--- src/rtl/load_unit.sv ---
// Load unit: accepts loads from the load queue, forwards or reads the dcache, broadcasts on the load CDB.
// Define LOAD_FWD_EN to complete loads from forwarded store data without a cache read.
package rv32i_types;
    typedef struct packed {
        logic [2:0]  funct3;
        logic [31:0] addr;
        logic [31:0] addr2;
        logic [3:0]  rmask;
        logic [4:0]  rd;
        logic [5:0]  pd;
        logic [3:0]  rob_entry;
        logic [31:0] pc;
        logic        data_available;
        logic [31:0] load_data;
    } split_lsq_t;

    typedef struct packed {
        logic        regf_we;
        logic [5:0]  pd;
        logic [4:0]  rd;
        logic [3:0]  rob_entry;
        logic [31:0] rd_v;
    } CDB_t;
endpackage

module load_unit
    import rv32i_types::*;
(
    input  logic        clk,
    input  logic        rst,
    input  logic        load_req,
    input  split_lsq_t  load_queue_req,
    output logic        load_ack,
    input  logic        flush,
    output logic [31:0] dmem_addr,
    output logic [3:0]  dmem_rmask,
    input  logic [31:0] dmem_rdata,
    input  logic        dmem_resp,
    output CDB_t        load_cdb
);
    typedef enum logic [1:0] {IDLE, MEM_WAIT, DRAIN} state_t;

    typedef struct packed {
        logic [2:0]  funct3;
        logic [29:0] waddr;
        logic [1:0]  sh;
        logic [3:0]  rmask;
        logic [4:0]  rd;
        logic [5:0]  pd;
        logic [3:0]  rob_entry;
    } ld_t;

    state_t state_q, state_d;
    ld_t    ld_q, ld_d;
    CDB_t   cdb_q, cdb_d;
    ld_t    ld_in;
    logic [31:0] mem_w;

    function automatic logic [31:0] extend(input logic [2:0] f3, input logic [31:0] w);
        case (f3)
            3'b000:  extend = {{24{w[7]}}, w[7:0]};
            3'b001:  extend = {{16{w[15]}}, w[15:0]};
            3'b010:  extend = w;
            3'b100:  extend = {24'b0, w[7:0]};
            3'b101:  extend = {16'b0, w[15:0]};
            default: extend = 32'b0;
        endcase
    endfunction

    function automatic CDB_t result(input ld_t l, input logic [31:0] v);
        result           = '0;
        result.regf_we   = 1'b1;
        result.pd        = l.pd;
        result.rd        = l.rd;
        result.rob_entry = l.rob_entry;
        result.rd_v      = v;
    endfunction

    // Only the word address and the byte offset of addr2 matter past capture.
    logic unused_fields;
`ifdef LOAD_FWD_EN
    assign unused_fields = ^{load_queue_req.pc, load_queue_req.addr[1:0],
                             load_queue_req.addr2[31:2]};
`else
    assign unused_fields = ^{load_queue_req.pc, load_queue_req.addr[1:0],
                             load_queue_req.addr2[31:2], load_queue_req.data_available,
                             load_queue_req.load_data};
`endif

    always_comb begin
        state_d    = state_q;
        ld_d       = ld_q;
        cdb_d      = '0;
        load_ack   = 1'b0;
        dmem_addr  = '0;
        dmem_rmask = '0;

        ld_in.funct3    = load_queue_req.funct3;
        ld_in.waddr     = load_queue_req.addr[31:2];
        ld_in.sh        = load_queue_req.addr2[1:0];
        ld_in.rmask     = load_queue_req.rmask;
        ld_in.rd        = load_queue_req.rd;
        ld_in.pd        = load_queue_req.pd;
        ld_in.rob_entry = load_queue_req.rob_entry;

        // Word loads use the raw word; sub-word loads shift the addressed lane down.
        if (ld_q.funct3 == 3'b010) mem_w = dmem_rdata;
        else mem_w = dmem_rdata >> {ld_q.sh, 3'b000};

        unique case (state_q)
            IDLE: begin
                load_ack = load_req && !flush;
                if (load_ack) begin
                    ld_d = ld_in;
`ifdef LOAD_FWD_EN
                    if (load_queue_req.data_available) begin
                        cdb_d = result(ld_in, extend(ld_in.funct3, load_queue_req.load_data));
                    end else begin
                        state_d = MEM_WAIT;
                    end
`else
                    state_d = MEM_WAIT;
`endif
                end
            end
            MEM_WAIT: begin
                dmem_addr  = {ld_q.waddr, 2'b00};
                dmem_rmask = ld_q.rmask;
                if (dmem_resp) begin
                    state_d = IDLE;
                    cdb_d   = result(ld_q, extend(ld_q.funct3, mem_w));
                end else if (flush) begin
                    state_d = DRAIN;
                end
            end
            DRAIN: begin
                dmem_addr  = {ld_q.waddr, 2'b00};
                dmem_rmask = ld_q.rmask;
                if (dmem_resp) state_d = IDLE;
            end
            default: state_d = IDLE;
        endcase

        if (flush) cdb_d = '0;
    end

    always_ff @(posedge clk) begin
        if (rst) begin
            state_q <= IDLE;
            ld_q    <= '0;
            cdb_q   <= '0;
        end else begin
            state_q <= state_d;
            ld_q    <= ld_d;
            cdb_q   <= cdb_d;
        end
    end

    assign load_cdb = cdb_q;
endmodule

--- config.mk ---
export PLATFORM = sky130hd
export DESIGN_NAME = load_unit
export DESIGN_NICKNAME = d
export VERILOG_FILES = /design/src/rtl/load_unit.sv
export SDC_FILE = /design/constraint.sdc
export NUM_CORES = 1
export LEC_CHECK = 0
export BUFFER_PORTS_ARGS = -buffer_cell sky130_fd_sc_hd__buf_2
export CORE_AREA = 2 2 105 107
export DETAILED_ROUTE_END_ITERATION = 12
export DIE_AREA = 0 0 107 109
export GPL_TIMING_DRIVEN = 0
export PLACE_DENSITY = 0.84
export REMOVE_ABC_BUFFERS = 1
export SKIP_LAST_GASP = 1
export SLEW_MARGIN = 15
export SYNTH_ARGS = -nofsm -noshare
export SYNTH_HDL_FRONTEND = slang
export SYNTH_SLANG_ARGS = --single-unit
--- constraint.sdc ---
create_clock -name clk -period 1.88 [get_ports clk]
set_clock_uncertainty 0.05 [all_clocks]
set_input_delay 0.094 -clock clk [delete_from_list [all_inputs] [get_ports clk]]
set_output_delay 0.094 -clock clk [all_outputs]
set_load 0.02 [all_outputs]
==> out/qor.txt, run 1 <==
status -> finished clean
detailed router's first-iteration violation count -> 285
slowest cell on the critical path -> ha_4
gpl congestion -> 0.8507
die area -> 11,660 µm²
CP delay by family, top -> adder cells
largest net degree at the start of global routing -> 58
Post-Layout Inst Area -> 6185 µm²
total congestion overflow after global routing -> 0
FF+latch count, synth -> 104
DRT Pass-1 Iters -> 5
I/O pin count -> 273
PortBufs -> 173
Finished Layout Cells -> 878
post-synthesis cell type count -> 37
Synth area leader -> dfxtp_1
most frequent cells in the layout -> 172 x buf_2, 115 x nand2_1, 102 x dfxtp_1, 79 x dlygate4sd3_1, 70 x a21oi_1
CP Capture Type -> primary output
r2r setup slk -> 0.10 ns
max-slew violation count -> 0
TritonCTS clock tree -> built
leakage power -> 2.930 nW
mux cell area share after synthesis -> 2.494%
# rows -> 38
Synth Area in Compound Gates -> 18.22%
Final Hold Fails -> 0
final worst path period need -> 1.821 ns
initial antenna violation count -> 0
Largest stage delay, worst path -> 0.48 ns
Die Y -> 109 µm
Cells after Synth -> 490
post-synthesis simple-gate area fraction -> 22.11%
# nets final -> 925
CTS Buf Count -> 9
cell chain of the critical path -> inv_1, ha_4, and2_1, buf_2
Clock Tree Buf Depth -> 2
Final Cycle Share -> 96.86%
WL final -> 13,340 µm
Worst setup SP type -> register
P&R area growth vs syn -> 50.33%
final worst setup slack -> 0.05897 ns
Max-cap violations -> 0
PwrDens -> 762.4 nW/µm²
clk slew on worst S/H paths -> 0.10 ns
largest family of logic cells by synthesized area -> simple AND/OR/NAND/NOR gates
vias in the first global route -> 4,080
Worst VDD drop -> 0.0004724 V
r2r startpoint -> state_q[1]
dpl hpwl -> 7234 µm
sequential fraction of the synthesis area -> 50.61%
CTS HTree Levels -> 3
final setup fails -> 0
placed insts -> 769
HP Start -> dmem_rdata[4]
CP bufs+invs -> 2
Core Region -> 10,600 µm²
initial core utilization -> 38.80%
Max FO, Critical Path -> 34
syn_area_per_cell -> 8.396 µm²
worst r2r dst -> state_q[1]
diode count -> 0
Slew HR -> 56.88%
clock root cell -> clkbuf_8
Synth top area share -> 50.61%
Final ANT Viol Nets -> 0
most common cell after layout, fill and taps aside -> buf_2
worst r2r path cells -> 6
DP Area -> 5000 µm²
Req. time, crit path -> 1.74 ns
Setup WS pre-CTS -> -0.9331 ns
Adder-Cell Fraction of Synth Area -> 1.217%
Worst EP arrival -> 1.68 ns
Worst Hold Endpoint -> load_cdb[4]
Routed WL per cell -> 15.19 µm
RSZ-0062 raised after global routing -> true
Die Width -> 107 µm
DRC viols -> 0
largest cells by area after synthesis -> dfxtp_1 51%, nand2_1 10%, a21oi_1 8.5%, and2_1 7.9%, o21ai_0 3.3%
WHS Path Cells -> 3
Post-Syn Area -> 4114 µm²
Min Hold Slack -> 0.02715 ns
Fmax achieved -> 549.1 MHz
CP Class -> register to primary output
Hold Crit Class -> input port to register
YS warnings -> 0
gr usage total -> 22.04%
clk_lat worst skew -> 0.36 ns
DR vias/cell -> 4.921
worst-margin pin slew -> 0.6467 ns
Clock Sinks -> 104
Vias -> 4,321
first-pass GRT wire length -> 19,980 µm
share of layout cells above drive strength 1 -> 29.95%
Post-Synth XOR/XNOR Area -> 0%
## report_power, final
part	switching [W]	total [W]	internal [W]
clock	0.000809	0.00148	0.000672
sequential	0.0000585	0.00236	0.00230
combinational	0.000490	0.000879	0.000389
## per-layer routing
metal	vias to the layer above	share of wire, %	track usage [%]
li1	2100	-	-
met1	1976	41	25.39
met2	215	49	38.94
met3	30	7.0	5.021
met4	0	2.8	10.20
met5	-	0	0
## logic make-up (layout without fill, tap and decap cells)
family | after synthesis | after routing
compound gates | 131 | 131
simple gates | 192 | 194
mux | 9 | 9
flops | 104 | 104
other cells | 1 | 2
fa+ha+maj | 4 | 4
buf+inv | 49 | 294
## sequential cells by signal (all words and copies together) (netlist names)
signal,flops
state_q,2
load_cdb,48
ld_q,54
## per-stage QoR
step	setup TNS (ns)	total power (W)	util (%)
detailed placement	-70.44	0.003044	47.16
floorplan	-15.32	0.002760	-
global route	-0.03398	0.004946	58.33
finish	0	0.004715	58.33
CTS	-0.1054	0.004708	57.53
global placement	-68.75	0.003026	47.11
## timing repair
action                                 in CTS  in global routing
buffers inserted                            1                  9
gates cloned                                3                  1
endpoints found under the hold margin      79                  0
setup endpoints to repair                 121                 40
hold buffers                               79                  0
gates resized for setup                    17                  3
pin swaps                                   0                  1
## synth_stat cells
| master | number |
|---|---|
| a211oi_1 | 3 |
| a21oi_1 | 70 |
| nand2b_1 | 3 |
| nand3_1 | 1 |
| a22oi_1 | 2 |
| o21a_1 | 1 |
| or2_2 | 1 |
| clkinv_1 | 1 |
| and2_1 | 52 |
| buf_4 | 2 |
| mux2i_1 | 8 |
| nand2_1 | 115 |
| mux4_2 | 1 |
| buf_2 | 6 |
| nor3b_1 | 1 |
| inv_1 | 12 |
| a21o_1 | 17 |
| conb_1 | 1 |
| o21ai_0 | 27 |
| inv_2 | 1 |
| or4b_2 | 1 |
| clkbuf_2 | 2 |
| ha_1 | 4 |
| o211ai_1 | 1 |
| buf_1 | 2 |
| nand4bb_1 | 1 |
| buf_6 | 2 |
| nor3_1 | 1 |
| nor2b_1 | 8 |
| nand3b_1 | 1 |
| or3b_2 | 1 |
| nor2_1 | 6 |
| o221a_2 | 2 |
| dfxtp_1 | 104 |
| o211a_4 | 1 |
| clkbuf_1 | 21 |
| o22ai_1 | 7 |
## cell type report
| class | instances | area, µm² |
|---|---|---|
| Fill cell | 904 | 4418 |
| Timing Repair Buffer | 262 | 1734 |
| Sequential cell | 104 | 2087 |
| Multi-Input combinational cell | 340 | 1886 |
| Timing Repair inverter | 2 | 17.52 |
| Clock inverter | 6 | 75.07 |
| Inverter | 14 | 72.57 |
| Tap cell | 140 | 175.2 |
| Clock buffer | 10 | 137.6 |
## worst register-to-register path, delay by kind of cell (launching register included)
family / cells / cell delay, ns
adders and majority gates: 1 / 0.25
AOI/OAI and AO/OA: 2 / 0.25
buffers and inverters: 1 / 0.10
DFF: 1 / 0.36
and+or+nand+nor: 2 / 0.71
## worst max path at each step
| stage | startpoint | end | slack, ns | cells past startpoint |
|---|---|---|---|---|
| 6_report | state_q[1] | dmem_addr[18] | 0.06 | 4 |
| 5_1_grt | state_q[1] | dmem_addr[18] | -0.02 | 4 |
| 4_1_cts | state_q[0] | load_ack | -0.11 | 6 |
| 3_5_place_dp | state_q[0] | ld_q[10] | -0.93 | 7 |
| 3_3_place_gp | state_q[0] | ld_q[10] | -0.86 | 7 |
| 2_1_floorplan | state_q[0] | ld_q[19] | -0.21 | 7 |
Note: power is estimated with default switching activity, not from simulation.
==> run 2, diff against run 1 <==
CORE_AREA = unset   (was 2 2 105 107)
CORE_MARGIN = 2   (was unset)
CORE_UTILIZATION = 35   (was unset)
CTS_CLUSTER_SIZE = 28   (was unset)
DIE_AREA = unset   (was 0 0 107 109)
PLACE_DENSITY = 0.77   (was 0.84)
==> run 2 against run 1 <==
Critical path depth is 2 higher. Combinational power is 2% higher. Worst setup slack better by 0.026 ns. Die area rose by 8.4%. Wire length down 5.6%. Count of clock-buffer cells in the layout up 1. Design area increased by 0.57%. Power grew 5.6%. Critical path type unchanged. Critical endpoint is now load_ack. Highest routed layer unchanged.
==> out/qor.txt, run 2 (synthesized netlist as in run 1, its figures left out) <==
status -> finished clean (unchanged)
CP Capture Type -> primary output (unchanged)
dpl hpwl -> 6922 µm (was 7234 µm)
leakage power -> 2.956 nW (was 2.930 nW)
most frequent cells in the layout -> 172 x buf_2, 115 x nand2_1, 102 x dfxtp_1, 74 x dlygate4sd3_1, 70 x a21oi_1 (was 172 x buf_2, 115 x nand2_1, 102 x dfxtp_1, 79 x dlygate4sd3_1, 70 x a21oi_1)
Setup WS pre-CTS -> -0.9530 ns (was -0.9331 ns)
final worst setup slack -> 0.08492 ns (was 0.05897 ns)
max-slew violation count -> 0 (unchanged)
initial core utilization -> 35.88% (was 38.80%)
WL final -> 12,590 µm (was 13,340 µm)
Max-cap violations -> 0 (unchanged)
Min Hold Slack -> 0.01416 ns (was 0.02715 ns)
Die Width -> 112.4 µm (was 107 µm)
max reg flops -> 54 (unchanged)
clock root cell -> clkbuf_16 (was clkbuf_8)
Fmax achieved -> 557.1 MHz (was 549.1 MHz)
Clock Sinks -> 104 (unchanged)
Hold Crit Class -> input port to register (unchanged)
DRT Pass-1 Iters -> 4 (was 5)
RSZ-0062 raised after global routing -> true (unchanged)
PortBufs -> 173 (unchanged)
fill cell count -> 1,018 (was 904)
Max FO, Critical Path -> 28 (was 34)
Final Cycle Share -> 95.48% (was 96.86%)
Slew HR -> 50.37% (was 56.88%)
Req. time, crit path -> 1.74 ns (about the same)
PwrDens -> 800.5 nW/µm² (was 762.4 nW/µm²)
P&R area growth vs syn -> 51.19% (was 50.33%)
die area -> 12,640 µm² (was 11,660 µm²)
placed insts -> 772 (was 769)
r2r setup slk -> 0.08 ns (was 0.10 ns)
final setup fails -> 0 (unchanged)
Final Hold Fails -> 0 (unchanged)
DRC viols -> 0 (unchanged)
detailed router's first-iteration violation count -> 287 (was 285)
Worst EP arrival -> 1.65 ns (was 1.68 ns)
gr usage total -> 19.83% (was 22.04%)
Largest Register -> ld_q (unchanged)
worst r2r path cells -> 6 (unchanged)
final worst path period need -> 1.795 ns (was 1.821 ns)
Core Region -> 11,470 µm² (was 10,600 µm²)
first-pass GRT wire length -> 19,820 µm (was 19,980 µm)
initial antenna violation count -> 0 (unchanged)
Clock Tree Buf Depth -> 2 (unchanged)
largest net degree at the start of global routing -> 58 (unchanged)
I/O pin count -> 273 (unchanged)
worst r2r dst -> state_q[1] (unchanged)
# nets final -> 922 (was 925)
worst setup path endpoint -> load_ack (was dmem_addr[18])
Routed WL per cell -> 14.37 µm (was 15.19 µm)
gpl congestion -> 0.8158 (was 0.8507)
total congestion overflow after global routing -> 0 (unchanged)
worst-margin pin slew -> 0.7417 ns (was 0.6467 ns)
Finished Layout Cells -> 876 (was 878)
Worst setup startpoint -> state_q[0] (was state_q[1])
CTS HTree Levels -> 3 (unchanged)
share of layout cells above drive strength 1 -> 29.88% (was 29.95%)
CTS Buf Count -> 9 (unchanged)
r2r startpoint -> state_q[1] (unchanged)
Worst VDD drop -> 0.0006462 V (was 0.0004724 V)
Worst setup SP type -> register (unchanged)
DR vias/cell -> 4.712 (was 4.921)
CP Class -> register to primary output (unchanged)
Final ANT Viol Nets -> 0 (unchanged)
Die Y -> 112.4 µm (was 109 µm)
clk_lat worst skew -> 0.34 ns (was 0.36 ns)
diode count -> 0 (unchanged)
most common cell after layout, fill and taps aside -> buf_2 (unchanged)
TritonCTS clock tree -> built (unchanged)
# rows -> 39 (was 38)
vias in the first global route -> 4,046 (was 4,080)
Vias -> 4,128 (was 4,321)
clk slew on worst S/H paths -> 0.06 ns (was 0.10 ns)
-- run 2: power breakdown --
group | total, W | internal (W) | leakage [nW] | switching [W]
logic | 0.000895 | 0.000412 | 1.97 | 0.000483
clock network | 0.00173 | 0.000953 | 0.137 | 0.000779
registers | 0.00235 | 0.00230 | 0.845 | 0.0000542
total | 0.00498 | 0.00366 | 2.96 | 0.00132
-- run 2: worst max-delay path: stages, from the launching register on --
cell	delay, ns
dfxtp_1	0.32
inv_1	0.15
ha_4	0.15
inv_1	0.05
or2_4	0.30
inv_16	0.14
buf_2	0.18
-- run 2: repair_timing --
action / CTS / global route
setup buffers: 1 / 12
hold endpoints to repair: 74 / 0
cloned: 3 / 0
resized for setup: 15 / 3
pin swaps: 0 / 1
setup endpoints to repair: 121 / 59
hold buffers: 74 / 0
-- run 2: worst min path at each step --
stage | slack [ns] | startpoint | endpoint | cells after the start
final | 0.01 | dmem_rdata[5] | load_cdb[5] | 2
after global routing | 0.01 | dmem_rdata[0] | load_cdb[0] | 2
after CTS | 0.006 | dmem_rdata[4] | load_cdb[4] | 3
after detailed placement | 0.27 | dmem_rdata[29] | load_cdb[29] | 2
after global placement | 0.27 | dmem_rdata[26] | load_cdb[26] | 2
after floorplan | 0.11 | rst | ld_q[0] | 1
-- run 2: per-stage QoR --
| step | utilization (%) | instance area (µm²) | power [W] | setup TNS [ns] |
|---|---|---|---|---|
| 6_report | 54.24 | 6220 | 0.004979 | 0 |
| 3_3_place_gp | 43.59 | 4999 | 0.003024 | -69.69 |
| 3_5_place_dp | 43.63 | 5004 | 0.003035 | -69.73 |
| 4_1_cts | 53.14 | 6093 | 0.004938 | -0.09750 |
| 5_1_grt | 54.24 | 6220 | 0.005213 | -0.008413 |
| 2_1_floorplan | - | 3954 | 0.002760 | -15.32 |
-- run 2: final cells by class --
| cell class | instances | area [µm²] | share of cell area [%] |
|---|---|---|---|
| sequential | 104 | 2087 | 33.55 |
| tap | 143 | 178.9 | 2.877 |
| timing repair inverter | 1 | 8.758 | 0.1408 |
| clock buffer | 11 | 252.7 | 4.064 |
| inverter | 14 | 72.57 | 1.167 |
| timing repair buffer | 260 | 1729 | 27.80 |
| multi-input combinational | 340 | 1872 | 30.09 |
| clock inverter | 3 | 18.77 | 0.3017 |
-- run 2: routing by layer --
| metal | vias up | share of wire, % | track usage (%) |
|---|---|---|---|
| li1 | 2079 | - | - |
| met1 | 1866 | 40 | 21.61 |
| met2 | 165 | 50 | 35.70 |
| met3 | 18 | 8.4 | 7.451 |
| met4 | 0 | 1.6 | 6.179 |
| met5 | - | 0 | 0 |
==> run 3, diff against run 2 <==
CORE_ASPECT_RATIO = 0.7   (was unset)
==> run 3 against run 2 <==
Final cell count is 0.80% higher. Count of clock-buffer cells in the layout is 2 lower. Sequential share of layout area is 0.24 points higher. First-iteration DRC count is 21% lower.
==> out/qor.txt, run 3 (synthesized netlist as in run 1, its figures left out) <==
status -> finished clean (unchanged)
cell chain of the critical path -> inv_2, ha_4, inv_1, or2_4, inv_16, buf_2 (was inv_1, ha_4, inv_1, or2_4, inv_16, buf_2)
r2r startpoint -> state_q[0] (was state_q[1])
Final Cycle Share -> 97.47% (was 95.48%)
CTS HTree Levels -> 3 (unchanged)
Fmax achieved -> 545.7 MHz (was 557.1 MHz)
Worst Hold Endpoint -> load_cdb[14] (was load_cdb[5])
gr usage total -> 19.81% (was 19.83%)
sequential power share -> 46.9% (was 47.2%)
Layout Utilization -> 53.23% (was 54.24%)
clk slew on worst S/H paths -> 0.08 ns (was 0.06 ns)
Die Y -> 94.71 µm (was 112.4 µm)
most common cell after layout, fill and taps aside -> buf_2 (unchanged)
initial antenna violation count -> 0 (unchanged)
clk_lat worst skew -> 0.34 ns (about the same)
WHS Path Cells -> 3 (was 2)
max-slew violation count -> 0 (unchanged)
DRC viols -> 0 (unchanged)
vias in the first global route -> 3,921 (was 4,046)
Worst setup SP type -> register (unchanged)
slowest cell on the critical path -> or2_4 (was dfxtp_1)
Clock Tree Buf Depth -> 2 (unchanged)
r2r setup slk -> 0.10 ns (was 0.08 ns)
CP delay by family, top -> buffers and inverters (unchanged)
Req. time, crit path -> 1.74 ns (about the same)
CP Capture Type -> primary output (unchanged)
HP Start -> dmem_rdata[14] (was dmem_rdata[5])
Finished Layout Cells -> 883 (was 876)
Worst EP arrival -> 1.69 ns (was 1.65 ns)
Power Internal -> 0.003599 W (was 0.003663 W)
max reg flops -> 54 (unchanged)
Max FO, Critical Path -> 28 (unchanged)
detailed router's first-iteration violation count -> 226 (was 287)
RSZ-0062 raised after global routing -> true (unchanged)
worst r2r path cells -> 6 (unchanged)
Largest stage delay, worst path -> 0.35 ns (was 0.32 ns)
Die Width -> 133.6 µm (was 112.4 µm)
total congestion overflow after global routing -> 0 (unchanged)
I/O pin count -> 273 (unchanged)
placed insts -> 786 (was 772)
Hold Crit Class -> input port to register (unchanged)
dpl hpwl -> 7448 µm (was 6922 µm)
combinational power share -> 17.1% (was 18.0%)
diode count -> 0 (unchanged)
largest net degree at the start of global routing -> 58 (unchanged)
# rows -> 33 (was 39)
DRT Pass-1 Iters -> 5 (was 4)
most frequent cells in the layout -> 172 x buf_2, 115 x nand2_1, 102 x dfxtp_1, 73 x dlygate4sd3_1, 70 x a21oi_1 (was 172 x buf_2, 115 x nand2_1, 102 x dfxtp_1, 74 x dlygate4sd3_1, 70 x a21oi_1)
Final ANT Viol Nets -> 0 (unchanged)
final worst path period need -> 1.832 ns (was 1.795 ns)
sw frac -> 28.26% (was 26.44%)
DR vias/cell -> 4.736 (was 4.712)
die area -> 12,650 µm² (was 12,640 µm²)
gpl congestion -> 0.8374 (was 0.8158)
P&R area growth vs syn -> 50.12% (was 51.19%)
worst-margin pin slew -> 0.6186 ns (was 0.7417 ns)
Vias -> 4,182 (was 4,128)
PwrDens -> 812.3 nW/µm² (was 800.5 nW/µm²)
CTS Buf Count -> 9 (unchanged)
TNS Setup -> 0 ns (unchanged)
Worst VDD drop -> 0.0005056 V (was 0.0006462 V)
Max-cap violations -> 0 (unchanged)
PortBufs -> 173 (unchanged)
Core Region -> 11,600 µm² (was 11,470 µm²)
Final Hold Fails -> 0 (unchanged)
Routed WL per cell -> 14.71 µm (was 14.37 µm)
Psw -> 0.001418 W (was 0.001316 W)
WL final -> 12,990 µm (was 12,590 µm)
# nets final -> 913 (was 922)
Clock Sinks -> 104 (unchanged)
Largest Register -> ld_q (unchanged)
Slew HR -> 58.76% (was 50.37%)
TritonCTS clock tree -> built (unchanged)
worst r2r dst -> ld_q[45] (was state_q[1])
leakage power -> 2.919 nW (was 2.956 nW)
final setup fails -> 0 (unchanged)
clock root cell -> clkbuf_16 (unchanged)
Overall Power -> 0.005017 W (was 0.004979 W)
first-pass GRT wire length -> 19,670 µm (was 19,820 µm)
Clk pwr share -> 36.0% (was 34.8%)
CP Class -> register to primary output (unchanged)
CP bufs+invs -> 4 (unchanged)
initial core utilization -> 35.46% (was 35.88%)
share of layout cells above drive strength 1 -> 29.75% (was 29.88%)
[run 3: cell types whose count changed in the layout (fill, tap and decap cells not counted), moves of 2 or more]
cell / change
buf_4: -5
clkbuf_8: -3
inv_1: -2
inv_2: +2
inv_6: +2
inv_8: +2
[run 3: worst max-delay path by stage]
stage | start | endpoint | slack [ns] | cells past startpoint
floorplan | state_q[0] | ld_q[19] | -0.21 | 7
global placement | state_q[0] | ld_q[32] | -0.89 | 7
detailed placement | state_q[0] | ld_q[48] | -0.94 | 7
CTS | state_q[0] | load_ack | -0.12 | 6
global route | state_q[0] | load_ack | -0.007 | 6
finish | state_q[0] | load_ack | 0.05 | 6
[run 3: through the flow]
stage,area (µm²),setup slack (ns),hold slack [ns]
2_1_floorplan,3954,-0.2089,0.1131
3_3_place_gp,5016,-0.8915,0.2703
3_5_place_dp,5016,-0.9383,0.2749
4_1_cts,6130,-0.1236,0.0009583
5_1_grt,6176,-0.007170,0.02425
6_report,6176,0.04761,0.01760
[run 3: layer usage]
layer  track usage [%]  wire, µm  vias to the layer above  part of all wire, %
met3             5.046       701                       20                  5.4
met1             25.73      5816                     1941                   45
met2             32.82      6279                      150                   48
met5                 0         0                        -                    0
met4             5.851       188                        0                  1.4
li1                  -         -                     2071                    -
[run 3: worst register-to-register path, delay by kind of cell, from the launching register on]
kind / cells / cell delay [ns]
simple gates: 2 / 0.70
flops: 1 / 0.37
buf+inv: 2 / 0.25
compound gates: 1 / 0.20
fa+ha+maj: 1 / 0.16
[run 3: cell type report]
class                   instances  area, µm²
inverters                      14      72.57
flip-flops and latches        104       2087
clock inverters                 7      62.56
well taps                     157      196.4
repair inverters                1      8.758
repair buffers                251       1649
multi-input cells             340       1874
clock buffers                   9      225.2
fillers                      1076       5426
[run 3: timing repair]
| item | 4_1_cts | 5_1_grt |
|---|---|---|
| setup endpoints to repair | 121 | 37 |
| hold endpoints to repair | 73 | 0 |
| hold buffers | 73 | 0 |
| gates cloned | 3 | 0 |
| resized for setup | 18 | 4 |
| buffers inserted | 2 | 3 |
[run 3: power by group through the flow]
stage | Sequential (W) | Combinational (W) | Clock (W)
finish | 0.00235 | 0.000857 | 0.00181
global route | 0.00237 | 0.000934 | 0.00194
CTS | 0.00236 | 0.000820 | 0.00186
detailed placement | 0.00241 | 0.000636 | 0
global placement | 0.00240 | 0.000629 | 0
floorplan | 0.00241 | 0.000346 | 0
